**config.mk**
```make
export PLATFORM = sky130hd
export DESIGN_NAME = dmem_arbiter
export DESIGN_NICKNAME = d
export VERILOG_FILES = /design/src/rtl/dmem_arbiter.sv
export SDC_FILE = /design/constraint.sdc
export NUM_CORES = 1
export LEC_CHECK = 0
export ABC_CLOCK_PERIOD_IN_PS = 3200
export BUFFER_PORTS_ARGS = -buffer_cell sky130_fd_sc_hd__buf_2
export CELL_PAD_IN_SITES_DETAIL_PLACEMENT = 1
export CELL_PAD_IN_SITES_GLOBAL_PLACEMENT = 2
export CORE_MARGIN = 2
export CORE_UTILIZATION = 22
export DETAILED_ROUTE_END_ITERATION = 8
export PLACE_DENSITY_LB_ADDON = 0.1
export SYNTH_ARGS = -nofsm -noshare
export SYNTH_HDL_FRONTEND = slang
export SYNTH_SLANG_ARGS = --single-unit
```
**constraint.sdc**
```tcl
create_clock -name clk -period 3.2 [get_ports clk]
set_input_delay 0.16 -clock clk [delete_from_list [all_inputs] [get_ports clk]]
set_output_delay 0.16 -clock clk [all_outputs]
set_load 0.01 [all_outputs]
```
**src/rtl/dmem_arbiter.sv**
```systemverilog
// Two-port arbiter for the core's single data-memory port.
// Parks on the current owner for bounded bursts and returns registered read data.
module dmem_arbiter #(
  parameter int unsigned AW        = 32,
  parameter int unsigned DW        = 32,
  parameter int unsigned MAX_BURST = 4
) (
  input  logic          clk,
  input  logic          rst,
  input  logic          m0_req,
  input  logic          m0_we,
  input  logic [AW-1:0] m0_addr,
  input  logic [DW-1:0] m0_wdata,
  output logic          m0_gnt,
  output logic          m0_rvalid,
  output logic [DW-1:0] m0_rdata,
  input  logic          m1_req,
  input  logic          m1_we,
  input  logic [AW-1:0] m1_addr,
  input  logic [DW-1:0] m1_wdata,
  output logic          m1_gnt,
  output logic          m1_rvalid,
  output logic [DW-1:0] m1_rdata,
  output logic [AW-1:0] mem_a,
  output logic [DW-1:0] mem_wd,
  output logic          mem_we,
  input  logic [DW-1:0] mem_rd
);

  localparam int unsigned CW = $clog2(MAX_BURST + 1);
  localparam logic [CW-1:0] MaxCnt = CW'(MAX_BURST);
  localparam logic [CW-1:0] OneCnt = CW'(1);

  typedef enum logic [1:0] {StIdle, StOwn0, StOwn1} owner_e;

  owner_e        owner_q, owner_d;
  logic [CW-1:0] burst_cnt_q, burst_cnt_d;
  logic [CW-1:0] cnt_inc;
  logic          burst_open;
  logic          gnt0, gnt1;
  logic          m0_rvalid_q, m1_rvalid_q;
  logic [DW-1:0] m0_rdata_q, m1_rdata_q;

  // Grant decision; reset masks grants immediately, even mid-cycle.
  always_comb begin
    gnt0       = 1'b0;
    gnt1       = 1'b0;
    burst_open = (burst_cnt_q < MaxCnt);
    case (owner_q)
      StOwn0: begin
        if (m0_req && (!m1_req || burst_open)) gnt0 = 1'b1;
        else if (m1_req)                       gnt1 = 1'b1;
      end
      StOwn1: begin
        if (m1_req && (!m0_req || burst_open)) gnt1 = 1'b1;
        else if (m0_req)                       gnt0 = 1'b1;
      end
      default: begin
        if (m0_req)      gnt0 = 1'b1;
        else if (m1_req) gnt1 = 1'b1;
      end
    endcase
    if (rst) begin
      gnt0 = 1'b0;
      gnt1 = 1'b0;
    end
  end

  always_comb begin
    owner_d     = StIdle;
    burst_cnt_d = '0;
    cnt_inc     = (burst_cnt_q == MaxCnt) ? burst_cnt_q : burst_cnt_q + OneCnt;
    if (gnt0) begin
      owner_d     = StOwn0;
      burst_cnt_d = (owner_q == StOwn0) ? cnt_inc : OneCnt;
    end else if (gnt1) begin
      owner_d     = StOwn1;
      burst_cnt_d = (owner_q == StOwn1) ? cnt_inc : OneCnt;
    end
  end

  always_comb begin
    mem_a  = '0;
    mem_wd = '0;
    if (gnt0) begin
      mem_a  = m0_addr;
      mem_wd = m0_wdata;
    end else if (gnt1) begin
      mem_a  = m1_addr;
      mem_wd = m1_wdata;
    end
    mem_we = (gnt0 & m0_we) | (gnt1 & m1_we);
  end

  always_ff @(posedge clk or posedge rst) begin
    if (rst) begin
      owner_q     <= StIdle;
      burst_cnt_q <= '0;
      m0_rvalid_q <= 1'b0;
      m1_rvalid_q <= 1'b0;
      m0_rdata_q  <= '0;
      m1_rdata_q  <= '0;
    end else begin
      owner_q     <= owner_d;
      burst_cnt_q <= burst_cnt_d;
      m0_rvalid_q <= gnt0 & ~m0_we;
      m1_rvalid_q <= gnt1 & ~m1_we;
      if (gnt0 && !m0_we) m0_rdata_q <= mem_rd;
      if (gnt1 && !m1_we) m1_rdata_q <= mem_rd;
    end
  end

  assign m0_gnt    = gnt0;
  assign m1_gnt    = gnt1;
  assign m0_rvalid = m0_rvalid_q;
  assign m1_rvalid = m1_rvalid_q;
  assign m0_rdata  = m0_rdata_q;
  assign m1_rdata  = m1_rdata_q;

endmodule

```
==> results.json, run 1 <==
{
  "num_vias": 3493,
  "multi_input_area_um2": 1680,
  "antenna_found_initial": 3,
  "postCtsHoldBufs": 0,
  "syn_nets": 436,
  "syn_area_per_cell_um2": 13.7,
  "syn_area_um2": 3640,
  "finalInstanceArea_um2": 5650,
  "drv_cap": 0,
  "die_h_um": 133,
  "place.gp.congestion": 0.828,
  "synth-seq-area-share_pct": 48.8,
  "path_class": "reg -> out",
  "grt_first_pass_wirelength_um": 21100,
  "synth-compound-area-share_pct": 18.4,
  "routed_wl_um": 13900,
  "nFillCells": 1890,
  "seqCellArea_um2": 1780,
  "fmax_mhz": 333,
  "start_util_pct": 22.2,
  "drc": 0,
  "setup_viol": 0,
  "grt_pass1_vias": 3823,
  "post_dp_cell_area_um2": 5320,
  "synthAdderAreaFrac_pct": 1.37,
  "setup_tns_ns": 0,
  "drtPass1Iterations": 5,
  "ctsRootBufferMaster": "clkbuf_16",
  "yosys.area_share.simple_pct": 3.20,
  "critPathMaxStageDelay_ns": 0.52,
  "cts_setup_buffers": 0,
  "io_pins": 299,
  "cp_slowest_cell": "or4b_4",
  "hold_viol_final": 0,
  "power.density_nw_per_um2": 741,
  "ant_nets": 0,
  "crit_fanout": 66,
  "period_share_pct": 93.9,
  "layout_commonest_cell": "buf_2",
  "tightest_slew_ns": 0.922,
  "synth-seq-cells": 71,
  "die-area_um2": 17600,
  "htree_levels": 3,
  "die_x_um": 133,
  "rsz0062_at_grt": "no",
  "clk_latency_ns": 0.33,
  "max-slew-margin-rel_pct": 38.5,
  "yosysUniqueCellTypes": 34,
  "period_needed_ns": 3.00,
  "drv_slew": 0,
  "min_path_type": "in -> reg",
  "path_clk_slew_ns": 0.06,
  "ir_drop_v": 0.000233,
  "ys_warn_count": 0,
  "power_uw": 4190,
  "arrival_ns": 2.84,
  "dpl.hpwl_um": 10800,
  "worst-path-buf-inv": 3,
  "synth_top_family_by_area": "multiplexers",
  "yosys.area_share.xor_xnor_pct": 0.241,
  "critPathCaptureType": "primary output",
  "drive_gt1_share_pct": 69.3,
  "drtIter0Drc": 94,
  "leakage_uw": 0.00301,
  "final_cell_mix": "298 x buf_2, 71 x dfrtp_1, 66 x a22o_1, 35 x mux2_2, 29 x mux2_4",
  "syn_inst": 266,
  "crit_chain": "inv_1 > ha_1 > or4b_4 > o211a_1 > nor4_4 > buf_12 > a22o_1 > buf_2",
  "muxShareOfSynthArea_pct": 22.8,
  "cts_tree": "done",
  "fin_util_pct": 34.4,
  "wl_per_cell_um": 17.7,
  "core_um2": 16400,
  "via_per_inst": 4.45,
  "skew_ns": 0.00548,
  "start_kind": "flip-flop",
  "nets": 728,
  "numPortBuffers": 298,
  "grt_max_degree": 72,
  "grt_use_total_pct": 15.5,
  "syn2layout_area_growth_pct": 55.2,
  "status": "finished clean",
  "cts.path.max_buffers": 2,
  "num_rows": 47,
  "grt.overflow.total": 0,
  "cts-resized-gates": 0,
  "cts_made_buffers": 9,
  "worstPathRequired_ns": 3.04,
  "clkSinkCount": 71,
  "cp_top_family": "simple AND/OR/NAND/NOR gates"
}
==> sequential cells by signal, indices dropped and copies added (netlist names) <==
name and cells:
burst_cnt_q 3, m1_rvalid 1, m1_rdata 32, owner_q 2
m0_rdata 32, m0_rvalid 1
==> cell type report <==
type,count,area share [%]
Tap cell,220,4.87
Clock buffer,9,3.99
Inverter,7,0.465
Antenna cell,2,0.0886
Clock inverter,7,1.71
Multi-Input combinational cell,165,29.8
Sequential cell,71,31.4
Timing Repair Buffer,304,27.6
==> power breakdown <==
| part | internal (µW) | total [µW] | switching [µW] |
|---|---|---|---|
| clock | 684 | 1070 | 386 |
| sequential | 1270 | 1450 | 183 |
| combinational | 877 | 1670 | 789 |
==> metrics by stage <==
stage               hold WS (ns)  worst slack, ns  std cells
global route              0.0616           0.0523        785
finish                    0.0714            0.197        785
global placement           0.404            0.570        767
detailed placement         0.409            0.550        767
CTS                       0.0504            0.178        783
floorplan                  0.308            0.188        266
==> layer usage <==
metal,global-route usage (%),vias up,wire length (µm)
met4,5.68,2,295
met1,16.7,1708,5080
met2,28.2,162,7490
met3,5.02,22,993
li1,-,1599,-
met5,0,-,11
==> synth_stat cells (all sizes together) <==
library cell	instances	area (µm²)
inv	7	26.3
a21oi	2	10.0
o211a	1	10.0
a22o	66	578
nand4	1	6.26
a211oi	1	7.51
nor4	1	12.5
a21boi	2	15.0
or4b	1	13.8
ha	4	50.1
dfrtp	71	1780
clkbuf	7	27.5
nand4bb	1	11.3
xnor2	1	8.76
nand3	1	5.00
nand3b	1	7.51
nor3	1	5.00
nor2b	2	20.0
o21a	2	15.0
nor2	1	3.75
nand2	5	18.8
or2	1	6.26
nand2b	1	6.26
o21ai	3	15.0
mux2	64	830
buf	16	136
a21o	1	7.51
o2111a	1	11.3
==> cell families after synthesis <==
kind of cell,Yosys count
fa+ha+maj,4
xor+xnor,1
buf+inv,30
mux,64
compound gates,79
flops,71
simple gates,17
==> final timing paths <==
| kind | start | endpoint | slack, ns | depth (start not counted) |
|---|---|---|---|---|
| max in group asynchronous | rst | m0_rdata[17] | 2.45 | 3 |
| hold / removal | mem_rd[22] | m0_rdata[22] | 0.07 | 2 |
| min in group asynchronous | rst | m1_rdata[29] | 0.16 | 3 |
| setup / recovery | owner_q[0] | mem_a[18] | 0.20 | 8 |
| setup reg to reg | owner_q[1] | m0_rdata[24] | 0.62 | 7 |
| hold reg to reg | m1_rdata[17] | m1_rdata[17] | 0.50 | 1 |
No activity file was read; power rests on OpenSTA's default activity.
==> inputs of run 2 (changes only) <==
Settings changed: ABC_CLOCK_PERIOD_IN_PS 3200 to 2800.
Clock period 3.2 ns to 2.8 ns, I/O delays scaled along.
==> run 2 against run 1 <==
  * Via count up 2.0%
  * Worst setup slack got worse by 0.15 ns
  * Flip-flop and latch count did not move
  * Total power increased by 20%
  * Sequential share of layout area decreased by 1.9 points
  * Utilization is 2.3 points higher
  * Routed wire length increased by 11%
  * Clock power is 17% higher
  * Sequential power rose by 14%
  * Critical path type unchanged
==> results.json, run 2 (synthesis results as in run 1) <==
{
  "htree_levels": 3,
  "path_clk_slew_ns": 0.06,
  "critPathCaptureType": "primary output",
  "die_x_um": 133,
  "grt_use_total_pct": 15.3,
  "worstSetupStartpoint": "owner_q[1]",
  "grt_max_degree": 72,
  "clkSinkCount": 71,
  "nFillCells": 1890,
  "dp_cells": 768,
  "p_clk_share_pct": 24.9,
  "place.gp.congestion": 0.772,
  "grt_first_pass_wirelength_um": 20900,
  "start_kind": "flip-flop",
  "path_class": "reg -> out",
  "drv_cap": 0,
  "internal_power_uw": 3390,
  "power.switching_uw": 1620,
  "hold_path_startpoint": "mem_rd[31]",
  "fmax_mhz": 363,
  "hold_viol_final": 0,
  "start_util_pct": 22.2,
  "layout_commonest_cell": "buf_2",
  "numPortBuffers": 298,
  "whs_endpoint": "m0_rdata[31]",
  "clk_latency_ns": 0.33,
  "leakage_uw": 0.00316,
  "crit_fanout": 5,
  "whs_ns": 0.0570,
  "stdcell_count": 803,
  "ir_drop_v": 0.000277,
  "antenna_found_initial": 1,
  "r2r_end": "m0_rdata[4]",
  "num_vias": 3562,
  "rr_worst_depth": 7,
  "drtPass1Iterations": 4,
  "io_pins": 299,
  "num_rows": 47,
  "p_seq_share_pct": 33.2,
  "arrival_ns": 2.61,
  "worstPathRequired_ns": 2.66,
  "r2r_start": "owner_q[1]",
  "crit_chain": "buf_4 > ha_4 > or4b_4 > o211a_1 > nor4_4 > buf_6 > buf_12 > a22o_1 > buf_2",
  "power.density_nw_per_um2": 832,
  "cts_tree": "done",
  "grt_pass1_vias": 3788,
  "period_needed_ns": 2.75,
  "die-area_um2": 17600,
  "final_cell_mix": "288 x buf_2, 71 x dfrtp_1, 66 x a22o_1, 35 x mux2_2, 29 x mux2_4",
  "status": "finished clean",
  "cts.path.max_buffers": 2,
  "min_path_type": "in -> reg",
  "drtIter0Drc": 80,
  "worstHoldPathCells": 2,
  "reg2reg_setup_slack_ns": 0.34,
  "critPathMaxStageDelay_ns": 0.50,
  "dpl.hpwl_um": 10600,
  "routed_wl_um": 15400,
  "via_per_inst": 4.44,
  "skew_ns": 0.00628,
  "cp_slowest_cell": "or4b_4",
  "max-slew-margin-rel_pct": 37.7,
  "p_comb_share_pct": 41.9,
  "tightest_slew_ns": 0.930,
  "setup_viol": 0,
  "drive_gt1_share_pct": 70.6,
  "postCtsHoldBufs": 0,
  "period_share_pct": 98.3,
  "ctsRootBufferMaster": "clkbuf_16",
  "die_h_um": 133,
  "core_um2": 16400,
  "setup_tns_ns": 0,
  "power_uw": 5010,
  "drv_slew": 0,
  "cts_made_buffers": 9,
  "sw_frac_of_total_pct": 32.3,
  "nets": 747,
  "syn2layout_area_growth_pct": 65.4,
  "ant_nets": 0,
  "grt.overflow.total": 0,
  "wl_per_cell_um": 19.1,
  "drc": 0,
  "rsz0062_at_grt": "yes"
}
run 2: cell count changes in the layout (fill, tap and decap cells not counted), sizes merged:
cell	delta
nor2b	+1
inv	-1
buf	+12
diode	-1
clkinvlp	+1
clkinv	-1
clkbuf	+7
run 2: final cells by class:
cell class / instances / area [µm²] / area share (%)
diodes: 1 / 2.50 / 0.0416
clock buffers: 10 / 239 / 3.97
clock inverters: 6 / 91.3 / 1.52
inverters: 7 / 30.0 / 0.499
multi-input cells: 166 / 1710 / 28.4
flip-flops and latches: 71 / 1780 / 29.5
well taps: 220 / 275 / 4.57
repair buffers: 322 / 1900 / 31.5
run 2: how the worst max path moves through the flow:
stage                     depth (start not counted)  slack (ns)      endpoint
after floorplan                                   7        0.36   m0_rdata[0]
after global placement                            7        0.11  m0_rdata[24]
after detailed placement                          7        0.09  m0_rdata[31]
after CTS                                         9        0.02     mem_a[22]
after global routing                              9       -0.06    mem_wd[13]
final                                             9        0.05     mem_a[22]
run 2: routing by layer:
| layer | wire (µm) | part of all wire, % | up-vias | global-route usage (%) |
|---|---|---|---|---|
| met5 | 0 | 0 | - | 0 |
| met4 | 152 | 0.99 | 0 | 3.76 |
| met3 | 1020 | 6.7 | 10 | 4.56 |
| met2 | 8270 | 54 | 161 | 29.0 |
| met1 | 5920 | 39 | 1752 | 16.7 |
| li1 | - | - | 1639 | - |
run 2: what timing repair did:
item,CTS,global route
resized for setup,3,20
endpoints found under the setup margin,65,76
pin swaps,1,4
setup buffers,2,6
gates cloned,1,9
run 2: critical path: cells and delay by family (launching register included):
| kind | cells | cell delay [ns] |
|---|---|---|
| DFF | 1 | 0.37 |
| buffers and inverters | 4 | 0.64 |
| AOI/OAI and AO/OA | 2 | 0.34 |
| and+or+nand+nor | 2 | 0.70 |
| adders and majority gates | 1 | 0.24 |
run 2: power by group through the flow:
stage	logic, µW	clock network (µW)	registers [µW]
2_1_floorplan	879	0	1870
5_1_grt	2250	1350	1720
4_1_cts	1970	1290	1670
3_3_place_gp	1910	0	1660
6_report	2100	1250	1660
3_5_place_dp	1930	0	1680
run 2: per-stage QoR:
step	instance area, µm²	worst slack (ns)	utilization [%]
after floorplan	3640	0.361	-
after global placement	5320	0.115	32.4
after detailed placement	5320	0.0906	32.4
after CTS	5700	0.0233	34.8
after global routing	6020	-0.0633	36.7
final	6020	0.0476	36.7
